[src/rtl/sim_run_ctrl.sv]
// Run controller for the core testbench: sequences the core reset and fetch enable,
// then serves a four-word control window that firmware uses to report exit and
// pass/fail status. A RUN-state watchdog ends runaway runs.
//
// state   | meaning
// --------+-----------------------------------------------------------------
// IDLE    | waiting for start_i; core held in reset
// HOLD    | core reset asserted for RST_HOLD_CYCLES cycles
// WAIT    | core reset released, fetch held off for FETCH_DELAY cycles
// RUN     | fetch enabled, cycle counter running, waiting for a terminating event
// DONE    | run finished; flags frozen until rst_ni
module sim_run_ctrl #(
   parameter logic [31:0] BASE_ADDR       = 32'h2000_0000,
   parameter int unsigned RST_HOLD_CYCLES = 16,
   parameter int unsigned FETCH_DELAY     = 4,
   parameter int unsigned TIMEOUT_CYCLES  = 1000000
) (
   input  logic        clk_i,
   input  logic        rst_ni,
   input  logic        start_i,
   output logic        core_rst_no,
   output logic        fetch_enable_o,
   input  logic        data_req_i,
   input  logic [31:0] data_addr_i,
   input  logic        data_we_i,
   input  logic [3:0]  data_be_i,
   input  logic [31:0] data_wdata_i,
   output logic        data_gnt_o,
   output logic        data_rvalid_o,
   output logic [31:0] data_rdata_o,
   output logic        tests_passed_o,
   output logic        tests_failed_o,
   output logic        exit_valid_o,
   output logic [31:0] exit_value_o,
   output logic        timeout_o
);

   typedef enum logic [2:0] {
      ST_IDLE,
      ST_HOLD,
      ST_WAIT,
      ST_RUN,
      ST_DONE
   } state_e;

   // Timer loads are terminal-count-at-zero, hence the minus one.
   localparam logic [31:0] HOLD_LOAD = (RST_HOLD_CYCLES == 0) ? 32'd0 : 32'(RST_HOLD_CYCLES - 1);
   localparam logic [31:0] WAIT_LOAD = (FETCH_DELAY == 0) ? 32'd0 : 32'(FETCH_DELAY - 1);
   localparam logic [31:0] WDOG_LAST = (TIMEOUT_CYCLES == 0) ? 32'd0 : 32'(TIMEOUT_CYCLES - 1);
   localparam logic        WDOG_EN   = (TIMEOUT_CYCLES != 0);

   localparam logic [1:0] OFS_EXIT   = 2'd0;
   localparam logic [1:0] OFS_RESULT = 2'd1;
   localparam logic [1:0] OFS_CYCLES = 2'd2;
   localparam logic [1:0] OFS_STATUS = 2'd3;

   state_e      state_q, state_d;
   logic [31:0] tmr_q, tmr_d;
   logic [31:0] cyc_q, cyc_d;
   logic        passed_q, passed_d;
   logic        failed_q, failed_d;
   logic        exit_valid_q, exit_valid_d;
   logic [31:0] exit_value_q, exit_value_d;
   logic        timeout_q, timeout_d;
   logic        rvalid_q;
   logic [31:0] rdata_q, rdata_d;

   logic        hit;
   logic [1:0]  offset;
   logic        wr_exit;
   logic        wr_result;
   logic        wdog_fire;
   logic        in_run;

   // Byte enables and the byte-lane address bits play no part in decode.
   logic        unused_bus;
   assign unused_bus = ^{data_be_i, data_addr_i[1:0]};

   assign hit       = data_req_i & (data_addr_i[31:4] == BASE_ADDR[31:4]);
   assign offset    = data_addr_i[3:2];
   assign wr_exit   = hit & data_we_i & (offset == OFS_EXIT);
   assign wr_result = hit & data_we_i & (offset == OFS_RESULT);
   assign in_run    = (state_q == ST_RUN);
   assign wdog_fire = WDOG_EN & (cyc_q == WDOG_LAST);

   // State, timers and sticky result flags.
   always_ff @(posedge clk_i or negedge rst_ni) begin
      if (!rst_ni) begin
         state_q      <= ST_IDLE;
         tmr_q        <= '0;
         cyc_q        <= '0;
         passed_q     <= 1'b0;
         failed_q     <= 1'b0;
         exit_valid_q <= 1'b0;
         exit_value_q <= '0;
         timeout_q    <= 1'b0;
      end else begin
         state_q      <= state_d;
         tmr_q        <= tmr_d;
         cyc_q        <= cyc_d;
         passed_q     <= passed_d;
         failed_q     <= failed_d;
         exit_valid_q <= exit_valid_d;
         exit_value_q <= exit_value_d;
         timeout_q    <= timeout_d;
      end
   end

   // Sequencing and terminating-event priority (EXIT > RESULT > watchdog).
   always_comb begin
      state_d      = state_q;
      tmr_d        = tmr_q;
      cyc_d        = cyc_q;
      passed_d     = passed_q;
      failed_d     = failed_q;
      exit_valid_d = exit_valid_q;
      exit_value_d = exit_value_q;
      timeout_d    = timeout_q;
      case (state_q)
         ST_IDLE: begin
            if (start_i) begin
               state_d = ST_HOLD;
               tmr_d   = HOLD_LOAD;
            end
         end
         ST_HOLD: begin
            if (tmr_q == 32'd0) begin
               if (FETCH_DELAY == 0) begin
                  state_d = ST_RUN;
               end else begin
                  state_d = ST_WAIT;
                  tmr_d   = WAIT_LOAD;
               end
            end else begin
               tmr_d = tmr_q - 32'd1;
            end
         end
         ST_WAIT: begin
            if (tmr_q == 32'd0) begin
               state_d = ST_RUN;
            end else begin
               tmr_d = tmr_q - 32'd1;
            end
         end
         ST_RUN: begin
            if (cyc_q != 32'hFFFF_FFFF) begin
               cyc_d = cyc_q + 32'd1;
            end
            if (wr_exit) begin
               exit_valid_d = 1'b1;
               exit_value_d = data_wdata_i;
               state_d      = ST_DONE;
            end else if (wr_result) begin
               if (data_wdata_i == 32'd1) begin
                  passed_d = 1'b1;
               end else begin
                  failed_d = 1'b1;
               end
               state_d = ST_DONE;
            end else if (wdog_fire) begin
               timeout_d = 1'b1;
               state_d   = ST_DONE;
            end
         end
         ST_DONE: begin
            state_d = ST_DONE;
         end
         default: begin
            state_d = ST_IDLE;
         end
      endcase
   end

   // Read data sampled at grant, so it reflects state before any same-cycle write.
   always_comb begin
      rdata_d = '0;
      if (hit && !data_we_i) begin
         case (offset)
            OFS_CYCLES: rdata_d = cyc_q;
            OFS_STATUS: rdata_d = {27'b0, timeout_q, exit_valid_q, failed_q, passed_q, in_run};
            default:    rdata_d = '0;
         endcase
      end
   end

   // One-cycle response for every granted request.
   always_ff @(posedge clk_i or negedge rst_ni) begin
      if (!rst_ni) begin
         rvalid_q <= 1'b0;
         rdata_q  <= '0;
      end else begin
         rvalid_q <= hit;
         rdata_q  <= rdata_d;
      end
   end

   assign core_rst_no    = (state_q == ST_WAIT) | (state_q == ST_RUN) | (state_q == ST_DONE);
   assign fetch_enable_o = in_run;
   assign data_gnt_o     = hit;
   assign data_rvalid_o  = rvalid_q;
   assign data_rdata_o   = rdata_q;
   assign tests_passed_o = passed_q;
   assign tests_failed_o = failed_q;
   assign exit_valid_o   = exit_valid_q;
   assign exit_value_o   = exit_value_q;
   assign timeout_o      = timeout_q;

endmodule

[config.mk]
export PLATFORM = sky130hd
export DESIGN_NAME = sim_run_ctrl
export DESIGN_NICKNAME = d
export VERILOG_FILES = /design/src/rtl/sim_run_ctrl.sv
export SDC_FILE = /design/constraint.sdc
export NUM_CORES = 1
export LEC_CHECK = 0
export ABC_AREA = 0
export BUFFER_PORTS_ARGS = -buffer_cell sky130_fd_sc_hd__buf_4
export CAP_MARGIN = 20
export CORE_ASPECT_RATIO = 0.5
export CORE_MARGIN = 2
export CORE_UTILIZATION = 54
export DETAILED_ROUTE_END_ITERATION = 10
export PLACE_DENSITY = 0.77
export SYNTH_ARGS = -nofsm -noshare
export SYNTH_HDL_FRONTEND = slang
export SYNTH_SLANG_ARGS = --single-unit
[constraint.sdc]
create_clock -name clk_i -period 3.7 [get_ports clk_i]
set_input_delay 0.185 -clock clk_i [delete_from_list [all_inputs] [get_ports clk_i]]
set_output_delay 0.185 -clock clk_i [all_outputs]
set_load 0.03 [all_outputs]
* Word level (Yosys, flattened, before mapping)
Cells that the tools add are included.
** Word-level totals
- Flip-flop bits (word level) :: 136
- Bits in latches :: 0
- RAM bits :: 0
- ROM bits :: 0
- Bits of input ports :: 73
- Output and inout bits :: 72
- Logic and storage cells :: 63
- Memories :: 0
** Operators by class
- $add $sub $neg :: 2
- Multipliers :: 0
- Div/mod/pow operators :: 0
- $lt $le $gt $ge :: 0
- Equal/unequal tests :: 16
- Shift-type cells :: 0
- Muxes and demuxes :: 13
- Bitwise operators :: 9
- Reduce and logical (&&, ||, !) cells :: 13
** Operators by type and width (count)
- two-way mux 32 bit :: 4
- case mux 32 bit (3 select lines) :: 1
- case mux 32 bit (2 select lines) :: 1
- adder 32 x 1 -> 32 bit (second input constant) :: 1
- == test 32 x 1 -> 1 bit (second input constant) :: 1
- == test 32 x 20 -> 1 bit (second input constant) :: 1
- zero test 32 bit :: 1
- inequality test 32 bit (second input constant) :: 1
- subtractor 32 x 1 -> 32 bit (second input constant) :: 1
- == test 28 x 26 -> 1 bit (second input constant) :: 1
- two-way mux 3 bit :: 6
- AND reduction 4 bit :: 4
- case mux 3 bit (5 select lines) :: 1
- inequality test 2 bit (second input constant) :: 4
- == test 3 x 2 -> 1 bit (second input constant) :: 2
- AND 1 bit :: 4
- == test 2 bit (second input constant) :: 2
- inequality test 4 x 1 -> 1 bit (second input constant) :: 1
- AND reduction 2 bit :: 2
- == test 3 x 1 -> 1 bit (second input constant) :: 1
- == test 3 bit (second input constant) :: 1
- zero test 3 bit :: 1
- NOT 1 bit :: 3
- AND reduction 3 bit :: 1
- 6 further kinds :: 7

* Logic depth before layout (Yosys ltp)
Gate-level depths: netlist of run 1.
- Word-level depth :: 7
- Gate-level depth with buffers :: 8

* Worst setup path before layout of run 1
Ideal clock, no wire load.
- Path type :: register -> register
- Start :: register tmr_q[5]
- End :: register tmr_q[19]
- Arrival time :: 2494 ps
- Required time :: 3618 ps
- Setup slack :: 1124 ps
- Cell stages (with the launch flop) :: 7
- Path buffers :: 1
- Period minus slack after synthesis :: 2576 ps
- Cell sequence :: dfrtp_1 -> or4_4 -> buf_6 -> or4_4 -> or4_1 -> or3_1 -> a22oi_2
** Between the ends
- Longest elaborated chain between the ends :: 3
- Elaborated cells between the ends (all ways) :: 7
** Ends and longest elaborated chain
- start: declaration :: line 58 : logic [31:0] tmr_q, tmr_d;
- start signal: assignment :: line 99 : tmr_q <= tmr_d;
- subtractor 32 x 1 -> 32 bit / zero test 32 bit (equally long branches)
- two-way mux 32 bit (tied with other cells) :: line 139 : if (tmr_q == 32'd0) begin
- case mux 32 bit (3 select lines) / AND reduction 3 bit (equally long branches)
Parallel ways exist; a longest one is shown, timed or not. The select of a mux whose other input is x is not followed.
A chain may end at the register's enable or synchronous reset.

* Worst setup path in the final report of run 1
- Start :: register tmr_q[18]
- End :: register tmr_q[28]
The elaborated chain is that of the path after synthesis.

==> flow_metrics.py, run 1 <==
metrics = {
    "finish": {
        "diodes": 0,
        "multi_input_area_mm2": 0.002855,
        "layout.nets": 811,
        "fillCellCount": 848,
        "synthToLayoutAreaGrowth_pct": 29.88,
        "regArea_mm2": 0.003403,
        "drive_above_1_share_pct": 30.48,
        "final_cell_area_mm2": 0.008304,
        "fin_cells": 913,
    },
    "worst_setup_path": {
        "path_cells": "or4_1 -> nor2_1 -> and4_1 -> buf_4 -> o31ai_1 -> a22oi_1",
        "crit_path_max_fanout": 24,
        "crit_required_ns": 4.02,
        "cp_slowest_cell": "and4_1",
        "crit_path_start": "tmr_q[18]",
        "r2r_start": "tmr_q[18]",
        "max_stage_delay_ns": 0.69,
        "arrival_ns": 3.18,
        "r2r_setup_slack_ns": 0.84,
        "startpoint_type": "flop",
        "cp-end-kind": "flop",
        "worstSetupPathType": "flop to flop",
    },
    "global_routing": {
        "grt_pass1_wl_um": 25490,
        "grt-ovfl-total": 0,
        "grt_usage_pct": 25.44,
        "first_global_vias": 5277,
        "busiest_layer": "met2",
        "antenna_found_initial": 0,
        "grtUsageMet1_pct": 32.03,
        "grtUsageMet3_pct": 6.030,
        "grt_max_degree": 92,
        "grtUsageMet2_pct": 43.39,
    },
    "clocking": {
        "cts_max_level": 4,
        "clkTransAtPathRegs_ns": 0.06,
        "cts_tree": "built",
        "clock_latency_ns": 0.42,
        "clock-sinks": 136,
        "cts_made_buffers": 17,
        "cts_root_buf": "clkbuf_16",
        "clk_path_buf_depth": 2,
        "postCtsSetupBuffers": 0,
    },
    "yosys": {
        "synth-async-reset-ratio_pct": 100.0,
        "synth_fp_nets": 655,
        "ys_ff_latch": 136,
        "yosys.area.top_type": "dfrtp_1",
        "syn-cell-area_mm2": 0.006394,
        "synth_top_cells_by_area": "dfrtp_1, mux2_2, xnor2_1",
        "syn_area_per_cell_um2": 11.04,
        "ys_types": 54,
        "ys.flop_type": "dfrtp_1",
        "synthesis.instances": 579,
        "netlist.area_leader.share_pct": 53.23,
        "ys.warnings.count": 0,
        "synth_edf_count": 0,
        "ys_seq_area_share_pct": 53.23,
    },
    "power": {
        "finalPower_uw": 4154,
        "leakagePower_uw": 0.003982,
        "power.density_mw_per_mm2": 500.2,
        "vdd_ir_drop_max_mv": 0.2783,
    },
    "status": {
        "status": "completed",
    },
    "timing": {
        "final.setup.tns_ns": 0,
        "rsz0062_at_grt": "no",
        "slew_headroom_pct": 42.17,
        "worst_pin_slew_ns": 0.8674,
        "finalCriticalPeriod_ns": 2.855,
        "clock_skew_ns": 0.01303,
        "setup_viol_count_final": 0,
        "finalMaxSlewViolations": 0,
        "hold_viol": 0,
        "post-route-period-util_pct": 77.17,
        "holdWs_ns": 0.005502,
        "max_clock_freq_mhz": 350.2,
    },
    "route": {
        "via_count": 5348,
        "drc_errors": 0,
        "drt_iter0_drc": 275,
        "firstDrtPassIters": 5,
        "wl_um": 15350,
        "wl_per_cell_um": 16.81,
        "ant_nets": 0,
        "vias_per_cell": 5.858,
    },
    "floorplan": {
        "die_y_um": 80.94,
        "pin_count": 145,
        "initial_core_util_pct": 54.80,
        "die_x_um": 157.9,
        "rows": 28,
        "die_area_mm2": 0.01278,
        "core_mm2": 0.01167,
    },
    "placed_design": {
        "place_congestion": 0.8270,
        "dpl.hpwl_um": 10230,
        "placedInstanceArea_mm2": 0.007621,
        "dp.cells": 868,
        "io_buffer_count": 138,
    },
    "run": {
        "cap_violations": 0,
    },
    "min_path": {
        "hold_class": "primary input to flop",
        "min_from": "data_wdata_i[2]",
    },
}
==> worst paths after layout <==
check / endpoint / cells after the start
max in group asynchronous: cyc_q[13] / 3
hold / removal: exit_value_o[2] / 2
setup / recovery: tmr_q[28] / 6
hold reg to reg: timeout_o / 1
setup reg to reg: tmr_q[28] / 6
min in group asynchronous: tmr_q[7] / 2
==> routing by layer <==
layer | vias to the layer above | routed length (µm)
li1 | 2518 | -
met1 | 2666 | 6592
met2 | 137 | 7630
met3 | 27 | 865
met4 | 0 | 259
met5 | - | 0
==> sequential cells by signal, indices dropped and copies added (netlist names) <==
name	cells
tests_passed_o	1
data_rdata_o	32
exit_valid_o	1
state_q	3
tests_failed_o	1
cyc_q	32
tmr_q	32
data_rvalid_o	1
exit_value_o	32
timeout_o	1
==> synth_stat cells, drive strengths merged, types with 3 or more instances <==
cell / instances
and2: 25
o21ai: 19
a2bb2oi: 4
mux2i: 7
buf: 6
nand2: 22
o31ai: 13
nand4b: 3
o211ai: 3
or3: 23
or4: 22
xor2: 13
inv: 9
nor4b: 4
nand4: 20
nor4: 26
a31oi: 4
nor2: 33
or2: 3
ha: 3
a22oi: 22
nor3b: 3
mux2: 34
xnor2: 19
dfrtp: 136
nand3: 22
clkbuf: 19
and4: 12
nor3: 25
==> cell usage in the layout (no fill, tap or decap), types with 21 or more instances in the layout <==
| cell | netlist | routed |
|---|---|---|
| dfrtp_1 | 136 | 136 |
| and2_1 | 25 | 25 |
| nor2_1 | 33 | 33 |
| or3_1 | 23 | 23 |
| mux2_2 | 34 | 34 |
| nand2_1 | 22 | 22 |
| buf_4 | 0 | 148 |
| a22oi_1 | 21 | 21 |
| nor4_1 | 24 | 24 |
| nor3_1 | 25 | 25 |
| nand3_1 | 22 | 22 |
==> worst max-delay path, delay by kind of cell, from the launching register on <==
family | cells | cell delay (ns)
compound gates | 2 | 0.27
flops | 1 | 0.43
simple gates | 3 | 1.73
buf+inv | 1 | 0.34
==> logic make-up after synthesis <==
| group | share of synthesized area (%) |
|---|---|
| flip-flops | 53.23 |
| XOR/XNOR | 4.384 |
| AND/OR/NAND/NOR | 23.42 |
| adder cells (fa/ha/maj) | 0.5871 |
| AO/OA/AOI/OAI | 9.041 |
| buffers and inverters | 2.192 |
| multiplexers | 7.143 |
==> per-stage QoR <==
stage	setup slack (ns)	util, %
6_report	0.8446	71.18
4_1_cts	0.8875	71.18
3_5_place_dp	0.8717	65.33
3_3_place_gp	0.9467	65.33
5_1_grt	0.6409	71.18
2_1_floorplan	1.124	-
==> cell type report <==
type | count | area share, %
Multi-Input combinational cell | 409 | 34.38
Tap cell | 165 | 2.486
Inverter | 9 | 0.4068
Sequential cell | 136 | 40.98
Timing Repair Buffer | 162 | 15.08
Clock inverter | 13 | 1.326
Clock buffer | 19 | 5.334
==> timing repair <==
action / in CTS / in global routing
hold buffers: 13 / 0
hold endpoints to repair: 101 / 0
gates resized for setup: 0 / 0
==> power by group <==
group | internal [µW] | switching, µW | leakage [µW]
clock | 892 | 688 | 0.000261
combinational | 352 | 433 | 0.00186
sequential | 1630 | 163 | 0.00186
No activity file was read; power rests on OpenSTA's default activity.
==> run 2: changes to the inputs <==
==> config.mk (replaced) <==
export PLATFORM = sky130hd
export DESIGN_NAME = sim_run_ctrl
export DESIGN_NICKNAME = d
export VERILOG_FILES = /design/src/rtl/sim_run_ctrl.sv
export SDC_FILE = /design/constraint.sdc
export NUM_CORES = 1
export LEC_CHECK = 0
export ABC_AREA = 1
export BUFFER_PORTS_ARGS = -buffer_cell sky130_fd_sc_hd__buf_4
export CAP_MARGIN = 20
export CORE_ASPECT_RATIO = 0.5
export CORE_MARGIN = 2
export CORE_UTILIZATION = 56
export DETAILED_ROUTE_END_ITERATION = 10
export PLACE_DENSITY = 0.78
export SYNTH_ARGS = -nofsm -noshare
export SYNTH_HDL_FRONTEND = slang
export SYNTH_SLANG_ARGS = --single-unit
==> constraint.sdc (replaced) <==
create_clock -name clk_i -period 2.8 [get_ports clk_i]
set_input_delay 0.14 -clock clk_i [delete_from_list [all_inputs] [get_ports clk_i]]
set_output_delay 0.14 -clock clk_i [all_outputs]
set_load 0.03 [all_outputs]
==> run 2 against run 1 <==
  * Synthesized cell count increased by 73%
  * Clock power up 41%
  * Largest power group is now clock
  * Sequential power rose by 19%
  * Core utilization up 3.1 points
  * Highest routed layer unchanged
  * Largest cell class is now multi-input gates
  * Critical endpoint is now tmr_q[6]
==> flow_metrics.py, run 2 <==
metrics = {
    "status": {
        "status": "completed",
    },
    "clocking": {
        "cts_max_level": 4,
        "cts_made_buffers": 17,
        "clock_latency_ns": 0.43,
        "clkTransAtPathRegs_ns": 0.06,
        "hold_buffers": 30,
        "ctsResizeCount": 0,
        "clock-sinks": 136,
        "cts_tree": "built",
        "cts_root_buf": "clkbuf_16",
        "clk_path_buf_depth": 2,
        "postCtsSetupBuffers": 0,
    },
    "timing": {
        "clock_skew_ns": 0.006599,
        "setup_viol_count_final": 0,
        "hold_viol": 0,
        "worst_pin_slew_ns": 0.7825,
        "finalCriticalPeriod_ns": 2.287,
        "max_clock_freq_mhz": 437.2,
        "slew_headroom_pct": 47.83,
        "post-route-period-util_pct": 81.69,
        "final.setup.tns_ns": 0,
        "rsz0062_at_grt": "no",
        "finalMaxSlewViolations": 0,
    },
    "floorplan": {
        "die_y_um": 86.25,
        "initial_core_util_pct": 58.65,
        "rows": 29,
        "core_mm2": 0.01292,
        "pin_count": 145,
        "die_x_um": 168.5,
        "die_area_mm2": 0.01453,
    },
    "finish": {
        "drive_above_1_share_pct": 20.41,
        "layout.nets": 1245,
        "fillCellCount": 987,
        "final_cell_mix": "nand2_1, buf_4, dfrtp_1, nor2_1, inv_1",
        "layout_commonest_cell": "nand2_1",
        "diodes": 0,
        "final_cell_area_mm2": 0.009594,
        "synthToLayoutAreaGrowth_pct": 26.64,
    },
    "yosys": {
        "syn-cell-area_mm2": 0.007576,
        "ys.flop_type": "dfrtp_1",
        "synth-async-reset-ratio_pct": 100.0,
        "synth.most_common_cell": "nand2_1",
        "ys_seq_area_share_pct": 44.92,
        "ys_types": 35,
        "syn_area_per_cell_um2": 7.584,
        "synthesis.instances": 999,
        "synth_edf_count": 0,
        "netlist.area_leader.share_pct": 44.92,
        "synth_fp_nets": 1075,
        "synth_top_cells_by_area": "dfrtp_1, nand2_1, nor2_1",
        "ys.warnings.count": 0,
        "yosys-top-cells-count": "nand2_1, dfrtp_1, nor2_1",
        "ys_ff_latch": 136,
        "yosys.area.top_type": "dfrtp_1",
    },
    "global_routing": {
        "grt-ovfl-total": 0,
        "grt_usage_pct": 29.90,
        "grt_pass1_wl_um": 34560,
        "antenna_found_initial": 0,
        "first_global_vias": 7285,
        "grt_max_degree": 80,
    },
    "route": {
        "vias_per_cell": 5.320,
        "via_count": 7187,
        "ant_nets": 0,
        "drc_errors": 0,
        "drt_iter0_drc": 528,
        "wl_per_cell_um": 15.25,
        "firstDrtPassIters": 5,
        "wl_um": 20610,
    },
    "run": {
        "cap_violations": 0,
    },
    "worst_setup_path": {
        "r2r_start": "tmr_q[0]",
        "crit_path_start": "tmr_q[0]",
        "crit_path_max_fanout": 13,
        "worstSetupPathType": "flop to flop",
        "crit_required_ns": 3.10,
        "r2r-end": "tmr_q[6]",
        "cp-end-kind": "flop",
        "r2r_cells": 10,
        "r2r_setup_slack_ns": 0.51,
        "arrival_ns": 2.59,
        "startpoint_type": "flop",
    },
    "power": {
        "leakagePower_uw": 0.005055,
        "vdd_ir_drop_max_mv": 0.3899,
        "power.density_mw_per_mm2": 583.6,
    },
    "min_path": {
        "hold_class": "primary input to flop",
        "hold_end": "exit_value_o[19]",
        "min_from": "data_wdata_i[19]",
        "hold_depth": 3,
    },
    "placed_design": {
        "dpl.hpwl_um": 13940,
        "io_buffer_count": 138,
        "place_congestion": 0.8904,
        "placedInstanceArea_mm2": 0.008718,
    },
}
==> run 2: how the worst max path moves through the flow <==
| stage | end | slack, ns |
|---|---|---|
| after floorplan | data_rdata_o[7] | 1.04 |
| after global placement | tmr_q[6] | 0.74 |
| after detailed placement | cyc_q[8] | 0.72 |
| after CTS | tmr_q[6] | 0.58 |
| after global routing | tmr_q[6] | 0.41 |
| final | tmr_q[6] | 0.51 |
==> run 2: worst max-delay path: stages, from the launching register on <==
cell	delay [ns]
dfrtp_1	0.40
inv_1	0.24
ha_1	0.26
nand2_1	0.07
nor2_1	0.16
nand4_2	0.34
buf_4	0.33
nand3_1	0.11
o21ai_0	0.11
nand2_1	0.09
o21ai_2	0.05
==> run 2: metrics by stage <==
stage	setup slack, ns	power [µW]	utilization, %	std cells	hold WS [ns]
2_1_floorplan	1.040	3028	-	999	-0.1556
3_3_place_gp	0.7405	3296	67.49	1290	0.2216
3_5_place_dp	0.7205	3334	67.49	1290	0.2237
4_1_cts	0.5785	5597	74.27	1351	0.002948
5_1_grt	0.4106	5826	74.27	1351	0.01569
6_report	0.5128	5599	74.27	1351	0.005148
==> run 2: power breakdown <==
group	switching, µW	internal, µW	leakage (µW)
sequential	95.5	2040	0.00187
clock	913	1310	0.000282
combinational	892	346	0.00290
total	1900	3700	0.00506
==> run 2: metal layers <==
| layer | vias up | routed length (µm) | GRT usage, % |
|---|---|---|---|
| met2 | 213 | 10620 | 54.81 |
| li1 | 3511 | - | - |
| met1 | 3404 | 8519 | 34.91 |
| met4 | 0 | 642 | 13.48 |
| met5 | - | 0 | 0 |
| met3 | 59 | 824 | 5.525 |
==> run 2: cell families after synthesis <==
| logic type | count (synthesis) | share of synthesized area [%] |
|---|---|---|
| AOI/OAI and AO/OA | 69 | 6.507 |
| xor gates and xnor gates | 41 | 4.740 |
| adders and majority gates | 3 | 0.4955 |
| buffers and inverters | 132 | 7.845 |
| DFF | 136 | 44.92 |
| and+or+nand+nor | 618 | 35.49 |
==> run 2: final cells by class <==
| class | instances | area [µm²] | area share [%] |
|---|---|---|---|
| tap | 170 | 212.7 | 2.217 |
| timing repair buffer | 176 | 1413 | 14.72 |
| clock buffer | 17 | 425.4 | 4.434 |
| sequential | 136 | 3403 | 35.47 |
| clock inverter | 14 | 150.1 | 1.565 |
| multi-input combinational | 731 | 3583 | 37.35 |
| inverter | 107 | 406.6 | 4.238 |
